File: src/rtl/bw_seq_mult.sv
// Iterative Baugh-Wooley multiplier: one partial-product row per clock into a 2*WIDTH accumulator.
// Signed or unsigned per operation, with valid/ready handshakes on the operand and result sides.
module bw_seq_mult #(
   parameter int unsigned WIDTH = 8
) (
   input  logic                 clk,
   input  logic                 rst,
   input  logic                 in_valid,
   output logic                 in_ready,
   input  logic [WIDTH-1:0]     a,
   input  logic [WIDTH-1:0]     b,
   input  logic                 is_signed,
   output logic                 out_valid,
   input  logic                 out_ready,
   output logic [2*WIDTH-1:0]   p,
   output logic                 busy
);

   localparam int unsigned PW = 2 * WIDTH;
   localparam int unsigned CW = (WIDTH > 1) ? $clog2(WIDTH) : 1;
   localparam logic [CW-1:0] LAST_ROW = CW'(WIDTH - 1);
   localparam logic [PW-1:0] BW_CORR  = (PW'(1) << WIDTH) | (PW'(1) << (PW - 1));

   typedef enum logic [1:0] {
      IDLE = 2'd0,
      CALC = 2'd1,
      DONE = 2'd2
   } state_t;

   state_t            state;
   state_t            state_n;
   logic [WIDTH-1:0]  a_q;
   logic [WIDTH-1:0]  b_q;
   logic              sgn_q;
   logic [CW-1:0]     cnt;
   logic [PW-1:0]     acc;
   logic [PW-1:0]     acc_n;
   logic [WIDTH-1:0]  row;
   logic              accept;
   logic              last_row;

   assign accept   = (state == IDLE) && in_valid;
   assign last_row = (cnt == LAST_ROW);

   // State register
   always_ff @(posedge clk or posedge rst) begin
      if (rst) begin
         state <= IDLE;
      end else begin
         state <= state_n;
      end
   end

   // Next-state logic
   always_comb begin
      state_n = state;
      unique case (state)
         IDLE:    if (in_valid)  state_n = CALC;
         CALC:    if (last_row)  state_n = DONE;
         DONE:    if (out_ready) state_n = IDLE;
         default: state_n = IDLE;
      endcase
   end

   // Row i: a & b[i]; in signed mode, bits with exactly one index at the MSB are inverted
   always_comb begin
      row = '0;
      for (int unsigned j = 0; j < WIDTH; j++) begin
         row[j] = a_q[j] & b_q[cnt];
         if (sgn_q && ((j == WIDTH - 1) != last_row)) begin
            row[j] = ~row[j];
         end
      end
   end

   assign acc_n = acc + (PW'(row) << cnt);

   // Operand capture, row accumulation and result latch
   always_ff @(posedge clk or posedge rst) begin
      if (rst) begin
         a_q   <= '0;
         b_q   <= '0;
         sgn_q <= 1'b0;
         cnt   <= '0;
         acc   <= '0;
         p     <= '0;
      end else begin
         if (accept) begin
            a_q   <= a;
            b_q   <= b;
            sgn_q <= is_signed;
            cnt   <= '0;
            acc   <= is_signed ? BW_CORR : '0;
         end else if (state == CALC) begin
            acc <= acc_n;
            cnt <= cnt + CW'(1);
            if (last_row) begin
               p <= acc_n;
            end
         end
      end
   end

   // Handshake/status outputs registered from the next state
   always_ff @(posedge clk or posedge rst) begin
      if (rst) begin
         in_ready  <= 1'b1;
         out_valid <= 1'b0;
         busy      <= 1'b0;
      end else begin
         in_ready  <= (state_n == IDLE);
         out_valid <= (state_n == DONE);
         busy      <= (state_n != IDLE);
      end
   end

endmodule

File: config.mk
export PLATFORM = sky130hd
export DESIGN_NAME = bw_seq_mult
export DESIGN_NICKNAME = d
export VERILOG_FILES = /design/src/rtl/bw_seq_mult.sv
export SDC_FILE = /design/constraint.sdc
export NUM_CORES = 1
export LEC_CHECK = 0
export BUFFER_PORTS_ARGS = -buffer_cell sky130_fd_sc_hd__buf_2
export CORE_AREA = 2 2 85 87
export CTS_BUF_LIST = sky130_fd_sc_hd__clkbuf_4
export CTS_CLUSTER_DIAMETER = 50
export CTS_CLUSTER_SIZE = 40
export DETAILED_ROUTE_END_ITERATION = 8
export DIE_AREA = 0 0 87 89
export PLACE_DENSITY = 0.72
export SLEW_MARGIN = 0
export SYNTH_ARGS = -nofsm -noshare
export SYNTH_HDL_FRONTEND = slang
export SYNTH_SLANG_ARGS = --single-unit
export TNS_END_PERCENT = 20
File: constraint.sdc
create_clock -name clk -period 4.32 [get_ports clk]
set_input_delay 0.432 -clock clk [delete_from_list [all_inputs] [get_ports clk]]
set_output_delay 0.432 -clock clk [all_outputs]
set_load 0.005 [all_outputs]
After elaboration in Yosys (flattened, before gate mapping). Cells that the tools add are included.

Add/subtract/negate cells: 2. Magnitude comparators: 1. Equality and inequality tests: 4. Shift operators: 1. Mux-type cells: 19. Bitwise operators: 18. Reduce and logical (&&, ||, !) cells: 8.

Operators with widths (number): 2-to-1 mux 16 bit (3); adder 16 bit (1); left shift 8 x 3 -> 16 bit (1); inverter 1 bit (10); 2-to-1 mux 1 bit (9); AND 1 bit (8); 2-to-1 mux 2 bit (3); 2-to-1 mux 3 bit (2); case mux 2 bit (3 select lines) (1); == test 2 bit (second input constant) (2); zero test 2 bit (2); < comparator 3 x 4 -> 1 bit (second input constant) (1); nonzero test 2 bit (2); adder 3 x 1 -> 3 bit (second input constant) (1); binary-select mux 1 bit (select 3 bit) (1); == test 3 bit (second input constant) (1); logical AND 1 bit (3); AND reduction 3 bit (1); == test 2 x 1 -> 1 bit (second input constant) (1).

Flip-flop bits (word level): 57. Input bits: 21. Output and inout bits: 19. Logic and storage cells: 63.

Depth between registers and ports, before layout.
Word-level depth: 9. Mapped depth: 17. Gate-level depth less buffers: 15.

Worst setup path before layout. Ideal clock, no wire load.

Path type: register -> register. Start point: register cnt[0]. End point: register acc[12]. Arrival: 3.406 ns. Required time: 4.185 ns. Setup slack: 0.779 ns. Stages on the path, launching flop included: 17. Buffers on the path: 1. Path through: dfrtp_1 mux4_1 nor2_1 nor3_1 buf_2 and3_1 o21bai_1 nor2_1 ha_1 fa_1 a21oi_1 o21ai_0 a31o_2 a31o_2 a21oi_1 xor2_1 o21ai_0.

Word-level cells in the longest chain between the ends: 9. Elaborated cells on any way between the ends: 34. Those cells by class: add/sub: 1; eq/ne: 1; shift: 1; mux: 12; bitwise: 17; reduce/logical: 2.

RTL lines: start: declaration (RTL line 35) `logic [CW-1:0] cnt;`; start signal: assignment (RTL line 96) `cnt <= cnt + CW'(1);`; binary-select mux 1 bit (select 3 bit) (RTL line 69) `row[j] = a_q[j] & b_q[cnt];`; 2-to-1 mux 1 bit (implied by the code) (RTL line 69); AND 1 bit (RTL line 69); inverter 1 bit (RTL line 71) `row[j] = ~row[j];`; 2-to-1 mux 1 bit (RTL line 70) `if (sgn_q && ((j == WIDTH - 1) != last_row)) begin`; left shift 8 x 3 -> 16 bit * (RTL line 76) `assign acc_n = acc + (PW'(row) << cnt);`; adder 16 bit * (RTL line 76); 2-to-1 mux 16 bit * (RTL line 94) `end else if (state == CALC) begin`; 2-to-1 mux 16 bit * (RTL line 88) `if (accept) begin`; end signal: assignment (RTL line 93) `acc <= is_signed ? BW_CORR : '0;`; end signal: assignment (RTL line 95) `acc <= acc_n;`; end: declaration (RTL line 36) `logic [PW-1:0] acc;`.

Mark *: on every way between the ends. The rest lies on a longest branch, timed or not. The select of a mux whose other input is x is not followed. A chain may end at the register's enable or synchronous reset.

Worst setup path in the final report.
Start point: register cnt[0]. End point: register acc[14].

Same word-level chain as after synthesis.

==> impl_results.md <==
* Status: completed
* CP Class: reg -> reg
* Fin Setup TNS at 0 ns
* Initial Utilization at 49.8%
* Layout cell share with drive strength beyond 1 at 23.5%
* Largest net degree at the start of global routing at 58
* Die H at 89 um
* Overall die width at 87 um
* Clk sinks at 57
* # DRC at 0
* 1st-iter DRT viols at 128
* Final instance area at 0.00376 sq mm
* Grt ovf at 0
* Num ports at 40
* Seq/Total Area, Yosys at 42.7%
* DR WL/cell at 15.3 um
* Fin. max-slew vios at 0
* Final min period at 3.95 ns
* CTS buffer count at 9
* RSZ-0062 raised after global routing: false
* CTS root buffer: clkbuf_4
* Slew margin rel. at 37.9%
* CTS max path bufs at 2
* Remaining antenna violation count after routing at 0
* YS warnings at 0
* Detailed-route via count at 2643
* Clk Latency, worst-skew pair at 0.42 ns
* Row cnt at 30
* Synthesis-stage register bit count at 57
* # Max-Cap Violations at 0
* Fin. Hold Viols at 0
* Drt via density at 5.65
* Synth Area per Inst at 9.78 sq um
* Number of global-route vias before repair at 2472
* Hold Path Class: in -> async
* Hold Slack at 0.197 ns
* DP Area at 0.00363 sq mm
* Mapped Cells at 342
* Antenna violations before repair at 0
* Multi-input gate area in the final layout at 0.00183 sq mm
* RD Place Congestion at 0.917
* Startpoint Class: flip-flop
* DRT Wirelength at 7160 um
* Setup violations, final at 0
* Dpl hpwl at 5300 um
* Fin util at 56.0%
* Hold Buf Count CTS at 0
* Reg area at 0.00143 sq mm
* Global-route usage over all layers at 20.3%
* Worst-path clk slew at 0.10 ns
* Worst setup EP type: flip-flop
* Layout area overhead at 12.5%
* CORE AREA at 0.00672 sq mm
* CP max FO at 11
* CTS tree: yes
* Highest Clock Rate at 0.253 GHz
* Worst Skew at 0.0123 ns
* Ant diodes at 0
* Filler cell count at 607
* Die area at 0.00774 sq mm
* Post-synth net total at 382
* Buffers on Ports at 39
* Mapped cell area at 0.00335 sq mm
* Worst slew pin tran at 0.931 ns
* Layout net count at 423
* FF-to-FF setup slack at 0.37 ns
* Yosys cell types at 47
* Drt pass-1 iters at 4
* First-pass GRT wire length at 12000 um
* Worst path required time at 4.57 ns
* Top FF cell, synth: dfrtp_1
* WP data arrival at 4.20 ns
* Number of synthesized flops with an enable pin at 0
* Depth of the CTS H-tree at 3
* Async S/R FF share, synth at 100%
* Fin crit share at 91.5%
-- per-stage QoR --
| stage | cells | setup WS, ns |
|---|---|---|
| 5_1_grt | 468 | 0.00276 |
| 6_report | 468 | 0.369 |
| 2_1_floorplan | 342 | 0.779 |
| 4_1_cts | 468 | 0.330 |
| 3_5_place_dp | 452 | 0.352 |
| 3_3_place_gp | 452 | 0.490 |
-- logic make-up after synthesis --
| logic type | synth area share, % |
|---|---|
| AOI/OAI and AO/OA | 19.6 |
| and+or+nand+nor | 11.9 |
| DFF | 42.7 |
| muxes | 10.3 |
| buffers and inverters | 2.95 |
| xor gates and xnor gates | 5.24 |
| adders and majority gates | 7.33 |
-- final timing paths --
check | end | cells past startpoint | start
max | acc[14]$_DFFE_PP0P_ | 16 | cnt[0]$_DFFE_PP0P_
min | out_valid$_DFF_PP0_ | 3 | rst
max reg2reg | acc[14]$_DFFE_PP0P_ | 16 | cnt[0]$_DFFE_PP0P_
min reg2reg | p[9]$_DFFE_PP0P_ | 2 | p[9]$_DFFE_PP0P_
max in group asynchronous | p[14]$_DFFE_PP0P_ | 3 | rst
min in group clk | b_q[6]$_DFFE_PP0P_ | 2 | b[6]
-- cell usage in the layout, fill, tap and decap left out, types with 4 or more instances in the layout --
cell / instances
clkbuf_4: 9
mux2_2: 21
nor2b_1: 5
buf_4: 8
dfrtp_1: 56
o21ai_0: 29
xnor2_1: 10
a211oi_1: 4
a21oi_1: 21
buf_2: 39
o21bai_1: 5
xor2_1: 10
o211ai_1: 4
a21o_1: 7
inv_1: 6
ha_1: 18
nand2b_1: 4
o22ai_1: 12
nand3_1: 5
nor2_1: 13
nand2_1: 52
mux2i_1: 6
-- layout make-up --
cell class / count / share of cell area, %
clock buffer: 9 / 1.79
clock inverter: 7 / 1.63
inverter: 7 / 0.698
multi-input combinational: 261 / 48.5
sequential: 57 / 37.9
tap: 80 / 2.66
timing repair buffer: 47 / 6.78
-- cells in the mapped netlist (2+ instances only) --
cell / n / area, sq um
dfrtp_1: 56 / 1400
inv_1: 7 / 26.3
o21ai_0: 30 / 150
o22ai_1: 12 / 75.1
a211oi_1: 4 / 30.0
mux2i_1: 6 / 60.1
a21o_1: 7 / 52.6
o31ai_1: 2 / 15.0
buf_1: 2 / 7.51
a22oi_1: 2 / 15.0
o21bai_1: 5 / 37.5
nand2_1: 53 / 199
ha_1: 18 / 225
buf_2: 4 / 20.0
a21oi_1: 21 / 105
and3_1: 2 / 12.5
and2_1: 2 / 12.5
a31o_2: 2 / 17.5
a221o_1: 2 / 20.0
xnor2_1: 10 / 87.6
o211ai_1: 4 / 30.0
mux2_2: 21 / 236
a31oi_1: 3 / 18.8
nand2b_1: 4 / 25.0
nor2b_1: 5 / 31.3
nor2_1: 13 / 48.8
clkbuf_1: 10 / 37.5
nor3_1: 3 / 15.0
nand3_1: 5 / 25.0
xor2_1: 10 / 87.6
-- flip-flops by register name, summed over array words and instances (netlist names) --
signal	cells
b_q	8
cnt	3
state	2
sgn_q	1
p	16
acc	16
a_q	8
in_ready	1
busy	1
out_valid	1
-- critical path: stages, from the launching register on --
cell and delay, ns:
dfrtp_1 0.46, mux4_1 0.57, nor2_1 0.12, nor3_1 0.08
buf_4 0.18, and3_1 0.18, o21bai_1 0.15, nor2_1 0.07
ha_1 0.21, fa_1 0.41, a21oi_1 0.20, o21ai_0 0.13
a31o_2 0.30, a41o_1 0.24, a21oi_1 0.16, xor2_1 0.19
o21ai_0 0.12
-- per-layer routing --
metal	vias to the layer above	wire, um	track usage (%)
met5	-	0	0
met4	0	133	7.39
met3	12	294	5.82
met2	65	3280	31.8
met1	1256	3450	27.0
li1	1310	-	-
-- what timing repair did --
| action | CTS | global route |
|---|---|---|
| gates resized for setup | 0 | 2 |
| setup endpoints to repair | 0 | 1 |
| setup buffers | 0 | 0 |
Power is left out: the tool's default activity adds up to more than one toggle a clock period on the data nets, which glitch-free logic cannot reach.
